--- src/rtl/trg_mon_frame_ctrl.sv ---
// Telemetry frame controller: snapshots the monitor block, then streams
// header, monitor words ADDR_FIRST..ADDR_LAST and a 16-bit checksum.
module trg_mon_frame_ctrl #(
  parameter logic [7:0]  ADDR_FIRST = 8'h02,
  parameter logic [7:0]  ADDR_LAST  = 8'h24,
  parameter logic [15:0] FRAME_HDR  = 16'hEB90
) (
  input  logic        clk_in,
  input  logic        rst_in,
  input  logic        tm_req_in,
  input  logic        abort_in,
  output logic        store_en_out,
  output logic        rd_out,
  output logic [7:0]  rd_addr_out,
  input  logic [15:0] mon_data_in,
  output logic [15:0] word_data_out,
  output logic        word_valid_out,
  input  logic        word_ready_in,
  output logic        busy_out,
  output logic        done_out,
  output logic        ovr_out
);

  typedef enum logic [2:0] {
    IDLE,
    STORE,
    HDR,
    RD,
    LAT,
    SEND,
    CKS,
    DONE
  } state_t;

  state_t      r_state;
  logic [7:0]  r_addr;
  logic [15:0] r_cks;
  logic        w_xfer;

  assign w_xfer = word_valid_out & word_ready_in;

  always_ff @(posedge clk_in) begin
    if (rst_in) begin
      r_state        <= IDLE;
      r_addr         <= 8'h00;
      r_cks          <= 16'h0000;
      store_en_out   <= 1'b0;
      rd_out         <= 1'b0;
      rd_addr_out    <= 8'h00;
      word_data_out  <= 16'h0000;
      word_valid_out <= 1'b0;
      busy_out       <= 1'b0;
      done_out       <= 1'b0;
      ovr_out        <= 1'b0;
    end else begin
      store_en_out <= 1'b0;
      rd_out       <= 1'b0;
      done_out     <= 1'b0;
      if (r_state != IDLE && tm_req_in)
        ovr_out <= 1'b1;
      // Abort wins over any pending transfer in the same cycle.
      if (r_state != IDLE && abort_in) begin
        r_state        <= IDLE;
        word_valid_out <= 1'b0;
        busy_out       <= 1'b0;
      end else begin
        unique case (r_state)
          IDLE: begin
            if (tm_req_in) begin
              r_state      <= STORE;
              store_en_out <= 1'b1;
              busy_out     <= 1'b1;
              ovr_out      <= 1'b0;
            end
          end
          STORE: begin
            r_addr         <= ADDR_FIRST;
            r_cks          <= 16'h0000;
            word_data_out  <= FRAME_HDR;
            word_valid_out <= 1'b1;
            r_state        <= HDR;
          end
          HDR: begin
            if (w_xfer) begin
              word_valid_out <= 1'b0;
              rd_out         <= 1'b1;
              rd_addr_out    <= r_addr;
              r_state        <= RD;
            end
          end
          RD: begin
            r_state <= LAT;
          end
          LAT: begin
            word_data_out  <= mon_data_in;
            r_cks          <= r_cks + mon_data_in;
            word_valid_out <= 1'b1;
            r_state        <= SEND;
          end
          SEND: begin
            if (w_xfer) begin
              if (r_addr >= ADDR_LAST) begin
                word_data_out <= r_cks;
                r_state       <= CKS;
              end else begin
                word_valid_out <= 1'b0;
                r_addr         <= r_addr + 8'd1;
                rd_out         <= 1'b1;
                rd_addr_out    <= r_addr + 8'd1;
                r_state        <= RD;
              end
            end
          end
          CKS: begin
            if (w_xfer) begin
              word_valid_out <= 1'b0;
              done_out       <= 1'b1;
              r_state        <= DONE;
            end
          end
          DONE: begin
            busy_out <= 1'b0;
            r_state  <= IDLE;
          end
          default: begin
            word_valid_out <= 1'b0;
            busy_out       <= 1'b0;
            r_state        <= IDLE;
          end
        endcase
      end
    end
  end

endmodule

--- config.mk ---
export PLATFORM = sky130hd
export DESIGN_NAME = trg_mon_frame_ctrl
export DESIGN_NICKNAME = d
export VERILOG_FILES = /design/src/rtl/trg_mon_frame_ctrl.sv
export SDC_FILE = /design/constraint.sdc
export NUM_CORES = 1
export LEC_CHECK = 0
export ABC_AREA = 1
export ABC_CLOCK_PERIOD_IN_PS = 2190
export CAP_MARGIN = 20
export CELL_PAD_IN_SITES_DETAIL_PLACEMENT = 2
export CELL_PAD_IN_SITES_GLOBAL_PLACEMENT = 2
export CORE_ASPECT_RATIO = 1.4
export CORE_MARGIN = 2
export CORE_UTILIZATION = 29
export DETAILED_ROUTE_END_ITERATION = 12
export HOLD_SLACK_MARGIN = 0.1
export PLACE_DENSITY = 0.87
export SYNTH_ARGS = -nofsm -noshare
export SYNTH_HDL_FRONTEND = slang
export SYNTH_SLANG_ARGS = --single-unit
--- constraint.sdc ---
create_clock -name clk_in -period 2.19 [get_ports clk_in]
set_input_delay 0.438 -clock clk_in [delete_from_list [all_inputs] [get_ports clk_in]]
set_output_delay 0.438 -clock clk_in [all_outputs]
set_load 0.03 [all_outputs]
==> results.cfg, run 1 <==
[route]
detail_route_antenna_nets = 0
first_iter_violations = 128
drtPass1Iterations = 4
routedWlPerCell_um = 20.83
routed-via-count = 3950
drt_wl_total_um = 15500
drc_errors = 0
route.detailed.vias_per_inst = 5.309

[setup_path]
reg2reg_slack_ps = 170
path_depth_of_the_worst_reg2reg_path = 11
cp-endpoint = r_cks[15]
setup.worst_path.end_class = flop
cp-start-kind = input port
worst-path-stages = 12
timing.rr.end = r_cks[12]
crit_arrival_ps = 2420
timing.setup.critical_path_class = input port to flop
setup.worst_path.start = mon_data_in[1]
cpPeakStageDelay_ps = 470
critical_path_required_ps = 2460
crit_family = simple AND/OR/NAND/NOR gates
timing.critical_path.cells = clkdlybuf4s50_1 -> buf_4 -> ha_1 -> nor2_1 -> nand2_1 -> nand3_1 -> nand2_1 -> nand2_1 -> nand2_1 -> nand2_1 -> nand3_1 -> a21oi_1
critPathMostFrequentCell = sky130_fd_sc_hd__nand2_1
slowest_cp_cell = sky130_fd_sc_hd__clkdlybuf4s50_1
timing.critical_path.buf_inv = 2
max_fo_critical_path = 4
worstReg2RegStart = r_cks[0]

[finish]
num-nets-final = 635
filler_cell_count = 1376
final_area_um2 = 4536
leading_cell_type_in_the_layout_fill_and_taps_excluded = sky130_fd_sc_hd__nand2_1
insertedDiodeCount = 0
fin_cells = 744
most-common-layout-cells = 148 x sky130_fd_sc_hd__nand2_1, 70 x sky130_fd_sc_hd__nor2_1, 57 x sky130_fd_sc_hd__dfxtp_1
area_growth_pct = 33.62
final_layout_size_suffix_gt1_share_pct = 11.50

[placement]
dpl-instance-area_um2 = 4184
numPortBuffers = 50
placer_s_final_routability_congestion_estimate = 0.8383
place_ws_ps = -327.5
dpl.hpwl_um = 10220
numPlacedInstances = 726

[timing]
worst-slew-pin-transition_ps = 724.5
setup_violations = 0
layout_worst_path_cycle_share_pct = 98.39
worst_slew_margin_rel_pct = 51.65
timing.final.crit_period_ps = 2155
maximum_clock_skew_at_final_layout_ps = 5.080
final-hold-violation-count = 0
setup_slack_ps = 35.21
slew_viol_final = 0
fmax_mhz = 464.1

[die]
floorplan.initialDensity_pct = 29.79
floorplan.io_pins = 51
fp.dieH_um = 132.0
fp-row-count = 46
die-area_um2 = 12600
core_area_um2 = 11400
die_w_um = 95.44

[grt]
maximum_number_of_pins_on_one_net_before_global_route_repair = 22
grt_first_pass_wirelength_um = 24510
via_count_of_the_first_global_routing_pass = 4472
globalRouteOverflowTotal = 0
gr-usage-all-layers_pct = 25.63
grt_antenna_before_repair = 0

[logic_synthesis]
synth-adder-area-share_pct = 7.224
yosys-top-cells-area = sky130_fd_sc_hd__dfxtp_1 34%, sky130_fd_sc_hd__nand2_1 16%, sky130_fd_sc_hd__nor2_1 7.7%
synthXorXnorAreaFrac_pct = 1.032
avgSynthCellArea_um2 = 6.515
synth_cells = 521
yosys.area.top_type = sky130_fd_sc_hd__dfxtp_1
syn-num-nets = 561
number_of_synthesized_flops_with_an_enable_pin = 0
synth_warnings = 0
share_of_the_synthesized_area_in_compound_gates_ao_oa_aoi_oai_pct = 14.78
synth.yosys.seq_area_share_pct = 33.62
largest_family_of_logic_cells_by_synthesized_area = simple AND/OR/NAND/NOR gates
postSynth.topFlopCell = sky130_fd_sc_hd__dfxtp_1
synthMuxAreaShare_pct = 0
proportion_of_register_bits_with_asynchronous_set_or_reset_after_synthesis_pct = 0
yosys.cell_types.count = 37
synth_seq_cells = 57
post_synth_instance_area_um2 = 3395
synth_simple_gate_area_share_pct = 34.28
yosys.area.top_type_share_pct = 33.62

[outcome]
status = completed

[clock_network]
insertion_delay_ps = 340
cts_tree = done
cts_root_buf = sky130_fd_sc_hd__clkbuf_16
cts.hold.buffers_added = 0
cts-buffers-inserted = 9
path_clk_slew_ps = 50
clock_sink_count = 57
cts_htree_levels = 3
cts.path.max_buffers = 2

[worst_hold_path]
timing.hold.worst.start = busy_out
hold_path_class = flop to flop

[pwr]
power.density_nw_per_um2 = 1176
ir_worst_vdd_v = 0.0003791
total_leakage_power_nw = 2.104
total_power_mw = 5.336

[job]
maxCapViolations = 0
-- flip-flops by register name, summed over array words and instances, names as in the netlist, named ones only --
signal,count
r_cks,16
word_data_out,16
r_addr,8
rd_addr_out,8
r_state,3
busy_out,1
done_out,1
rd_out,1
store_en_out,1
word_valid_out,1
-- cells in the mapped netlist (3+ instances only) --
| master | number |
|---|---|
| sky130_fd_sc_hd__inv_1 | 57 |
| sky130_fd_sc_hd__nand2_1 | 148 |
| sky130_fd_sc_hd__nand3_1 | 34 |
| sky130_fd_sc_hd__nand3b_1 | 3 |
| sky130_fd_sc_hd__buf_2 | 5 |
| sky130_fd_sc_hd__a21oi_1 | 37 |
| sky130_fd_sc_hd__nor3_1 | 5 |
| sky130_fd_sc_hd__dfxtp_1 | 57 |
| sky130_fd_sc_hd__inv_2 | 6 |
| sky130_fd_sc_hd__nand4_1 | 3 |
| sky130_fd_sc_hd__ha_1 | 18 |
| sky130_fd_sc_hd__o21ai_1 | 3 |
| sky130_fd_sc_hd__nor2_1 | 70 |
| sky130_fd_sc_hd__clkbuf_1 | 4 |
| sky130_fd_sc_hd__o21ai_0 | 33 |
| sky130_fd_sc_hd__or2_2 | 5 |
| sky130_fd_sc_hd__a22o_1 | 7 |
-- report_power, final --
group	switching [mW]	internal [mW]
Clock	0.548	0.938
Sequential	0.217	1.32
Combinational	1.55	0.766
-- layer usage --
metal	wire length, um	track usage, %	vias up	part of all wire [%]
met2	8500	46.32	93	55
met4	633	12.54	0	4.1
li1	-	-	1822	-
met1	5864	28.08	1984	38
met5	0	0	-	0
met3	498	4.403	51	3.2
-- per-stage QoR --
stage | util (%) | hold WS, ps | TNS (ps)
after global routing | 39.80 | 496.6 | -103.9
after CTS | 39.53 | 473.1 | 0
final | 39.80 | 472.8 | 0
after floorplan | - | 431.2 | 0
after global placement | 36.71 | 445.1 | -763.1
after detailed placement | 36.71 | 456.7 | -2022
-- worst min-delay path by stage --
stage | endpoint | slack [ps] | cells after the start
floorplan | r_addr[6] | 430 | 2
global placement | r_addr[7] | 450 | 2
detailed placement | r_addr[7] | 460 | 2
CTS | r_addr[7] | 470 | 2
global route | busy_out | 500 | 2
finish | busy_out | 470 | 2
-- logic make-up after synthesis --
family,Yosys count
buffers and inverters,76
AO/OA/AOI/OAI,89
flip-flops,57
adder cells (fa/ha/maj),19
AND/OR/NAND/NOR,276
XOR/XNOR,4
-- worst reg2reg max path, delay by kind of cell (launching register included) --
| family | cells | cell delay [ps] |
|---|---|---|
| simple gates | 5 | 530 |
| buf+inv | 3 | 290 |
| fa+ha+maj | 2 | 620 |
| compound gates | 1 | 160 |
| flops | 1 | 370 |
-- final cells by class --
class                      instances  area, um^2  area share, %
clock buffer                      11       252.7          5.572
inverter                          63       236.5          5.214
timing repair buffer              76       698.2          15.39
sequential                        57        1141          25.16
clock inverter                     5       53.80          1.186
multi-input combinational        388        1973          43.50
tap                              144       180.2          3.972
-- timing repair --
item	CTS	global route
buffers inserted	0	2
endpoints found under the setup margin	4	4
pin swaps	0	4
resized for setup	5	4
(Power assumes the default switching activity.)
==> inputs of run 2 (changes only) <==
- SKIP_CTS_REPAIR_TIMING: not set -> 1
==> run 2 against run 1 <==
Effect of this change: utilization decreased by 0.13 points; largest power group unchanged; global-route usage down 0.24 points; worst hold slack hardly changed; sequential share of layout area increased by 0.084 points; cell count shrank 0.13%; critical path type unchanged; combinational power about the same; clock power is essentially flat; count of clock-buffer cells in the layout unchanged; wire length is 0.65% lower; final area decreased by 0.33%.
==> results.cfg, run 2 (synthesis results as in run 1) <==
[outcome]
status = completed

[grt]
grt_first_pass_wirelength_um = 24290
grt_antenna_before_repair = 0
maximum_number_of_pins_on_one_net_before_global_route_repair = 22
via_count_of_the_first_global_routing_pass = 4453
gr-usage-all-layers_pct = 25.39
globalRouteOverflowTotal = 0

[finish]
insertedDiodeCount = 0
final_core_util_pct = 39.67
final_layout_size_suffix_gt1_share_pct = 11.19
most-common-layout-cells = 147 x sky130_fd_sc_hd__nand2_1, 70 x sky130_fd_sc_hd__nor2_1, 57 x sky130_fd_sc_hd__dfxtp_1
leading_cell_type_in_the_layout_fill_and_taps_excluded = sky130_fd_sc_hd__nand2_1
filler_cell_count = 1391
seq_area_um2 = 1141
num-nets-final = 634
area_growth_pct = 33.17
multi_input_area_um2 = 1966
final_area_um2 = 4521
fin_cells = 743
largest_registers = r_cks: 16 flops, word_data_out: 16 flops

[setup_path]
path_depth_of_the_worst_reg2reg_path = 12
timing.critical_path.cells = clkdlybuf4s50_1 -> inv_1 -> fa_2 -> inv_2 -> nand3_1 -> nand3_2 -> buf_4 -> nand3_1 -> nand3_1 -> nand2_1 -> nand3_1 -> a21oi_2
setup.worst_path.start = mon_data_in[1]
timing.critical_path.buf_inv = 4
setup.worst_path.end_class = flop
cpPeakStageDelay_ps = 520
timing.rr.end = r_cks[12]
slowest_cp_cell = sky130_fd_sc_hd__clkdlybuf4s50_1
worst-path-stages = 12
critPathMostFrequentCell = sky130_fd_sc_hd__nand3_1
cp-endpoint = r_cks[12]
cp-start-kind = input port
reg2reg_slack_ps = 100
max_fo_critical_path = 2
worstReg2RegStart = r_cks[0]
timing.setup.critical_path_class = input port to flop
critical_path_required_ps = 2410
crit_family = buffers and inverters
crit_arrival_ps = 2400

[die]
die-area_um2 = 12600
fp-row-count = 46
floorplan.initialDensity_pct = 29.79
fp.dieH_um = 132.0
core_area_um2 = 11400
floorplan.io_pins = 51
die_w_um = 95.44

[clock_network]
path_clk_slew_ps = 60
cts_tree = done
cts.path.max_buffers = 2
insertion_delay_ps = 340
cts_root_buf = sky130_fd_sc_hd__clkbuf_16
cts-buffers-inserted = 9
cts_htree_levels = 3
clock_sink_count = 57

[placement]
numPortBuffers = 50
placer_s_final_routability_congestion_estimate = 0.8383
numPlacedInstances = 726
dpl-instance-area_um2 = 4184
dpl.hpwl_um = 10220

[pwr]
relative_contribution_of_sequential_cells_to_total_power_pct = 28.8
internal-power_mw = 3.023
power.density_nw_per_um2 = 1181
switchingPower_mw = 2.318
total_power_mw = 5.341
p_sw_share_pct = 43.40
clock_power_share_pct = 28.1
total_leakage_power_nw = 2.100
ir_worst_vdd_v = 0.0003843
comb_power_share_pct = 43.1

[route]
detail_route_antenna_nets = 0
route.detailed.vias_per_inst = 5.339
routed-via-count = 3967
drt_wl_total_um = 15400
drtPass1Iterations = 4
drc_errors = 0
first_iter_violations = 141
routedWlPerCell_um = 20.72

[job]
maxCapViolations = 0

[worst_hold_path]
hold_path_class = flop to flop

[timing]
slew_viol_final = 0
worst-slew-pin-transition_ps = 716.4
setup_violations = 0
final-hold-violation-count = 0
maximum_clock_skew_at_final_layout_ps = 8.195
fmax_mhz = 459.0
worst_slack_on_hold_paths_ps = 472.9
worst_slew_margin_rel_pct = 52.19
layout_worst_path_cycle_share_pct = 99.48
timing.final.crit_period_ps = 2179
-- run 2: changes by cell type in the layout (fill, tap and decap cells not counted) --
cell,previous run,this run
sky130_fd_sc_hd__buf_4,26,25
sky130_fd_sc_hd__nand2_2,2,3
sky130_fd_sc_hd__nand2_1,148,147
sky130_fd_sc_hd__nand3_1,31,33
sky130_fd_sc_hd__nand3_2,4,2
-- run 2: worst min-delay path by stage --
stage | from | endpoint | slack, ps | cells past startpoint
final | busy_out | busy_out | 470 | 2
after global routing | busy_out | busy_out | 500 | 2
after floorplan | r_addr[6] | r_addr[6] | 430 | 2
after CTS | r_addr[7] | r_addr[7] | 470 | 2
after global placement | r_addr[7] | r_addr[7] | 450 | 2
after detailed placement | r_addr[7] | r_addr[7] | 460 | 2
-- run 2: cell type report --
class	instances	area share, %
Clock buffer	11	5.591
Tap cell	144	3.986
Sequential cell	57	25.24
Clock inverter	5	1.190
Timing Repair Buffer	75	15.28
Multi-Input combinational cell	388	43.48
Inverter	63	5.231
-- run 2: power groups by stage --
stage | Sequential [mW] | Combinational (mW) | Clock, mW
after global placement | 1.52 | 2.12 | 0
after global routing | 1.56 | 2.49 | 1.55
after detailed placement | 1.54 | 2.23 | 0
final | 1.54 | 2.30 | 1.50
after CTS | 1.54 | 2.32 | 1.51
after floorplan | 1.90 | 0.946 | 0
-- run 2: worst min-delay path, stage by stage, from the launching register on --
cell,delay (ps)
sky130_fd_sc_hd__dfxtp_1,310
sky130_fd_sc_hd__o31ai_1,60
sky130_fd_sc_hd__a21oi_1,60
-- run 2: metrics by stage --
step           setup WS, ps  TNS, ps
2_1_floorplan         346.2        0
3_3_place_gp         -183.0   -763.1
3_5_place_dp         -327.5    -2022
4_1_cts              -131.4   -320.2
5_1_grt              -71.04   -73.21
6_report              11.30        0
-- run 2: per-layer routing --
metal  routed length, um  track usage (%)  vias to the layer above
li1                    -                -                     1823
met1                5846            28.29                     2005
met2                8523            46.67                       97
met3                 485            3.831                       42
met4                 540            10.48                        0
met5                   0                0                        -
==> inputs of run 3 (changes only) <==
- SKIP_CTS_REPAIR_TIMING: 1 -> not set
==> results of run 3 <==
Same layout as run 1: the final DEF is identical, and so are final timing and power.
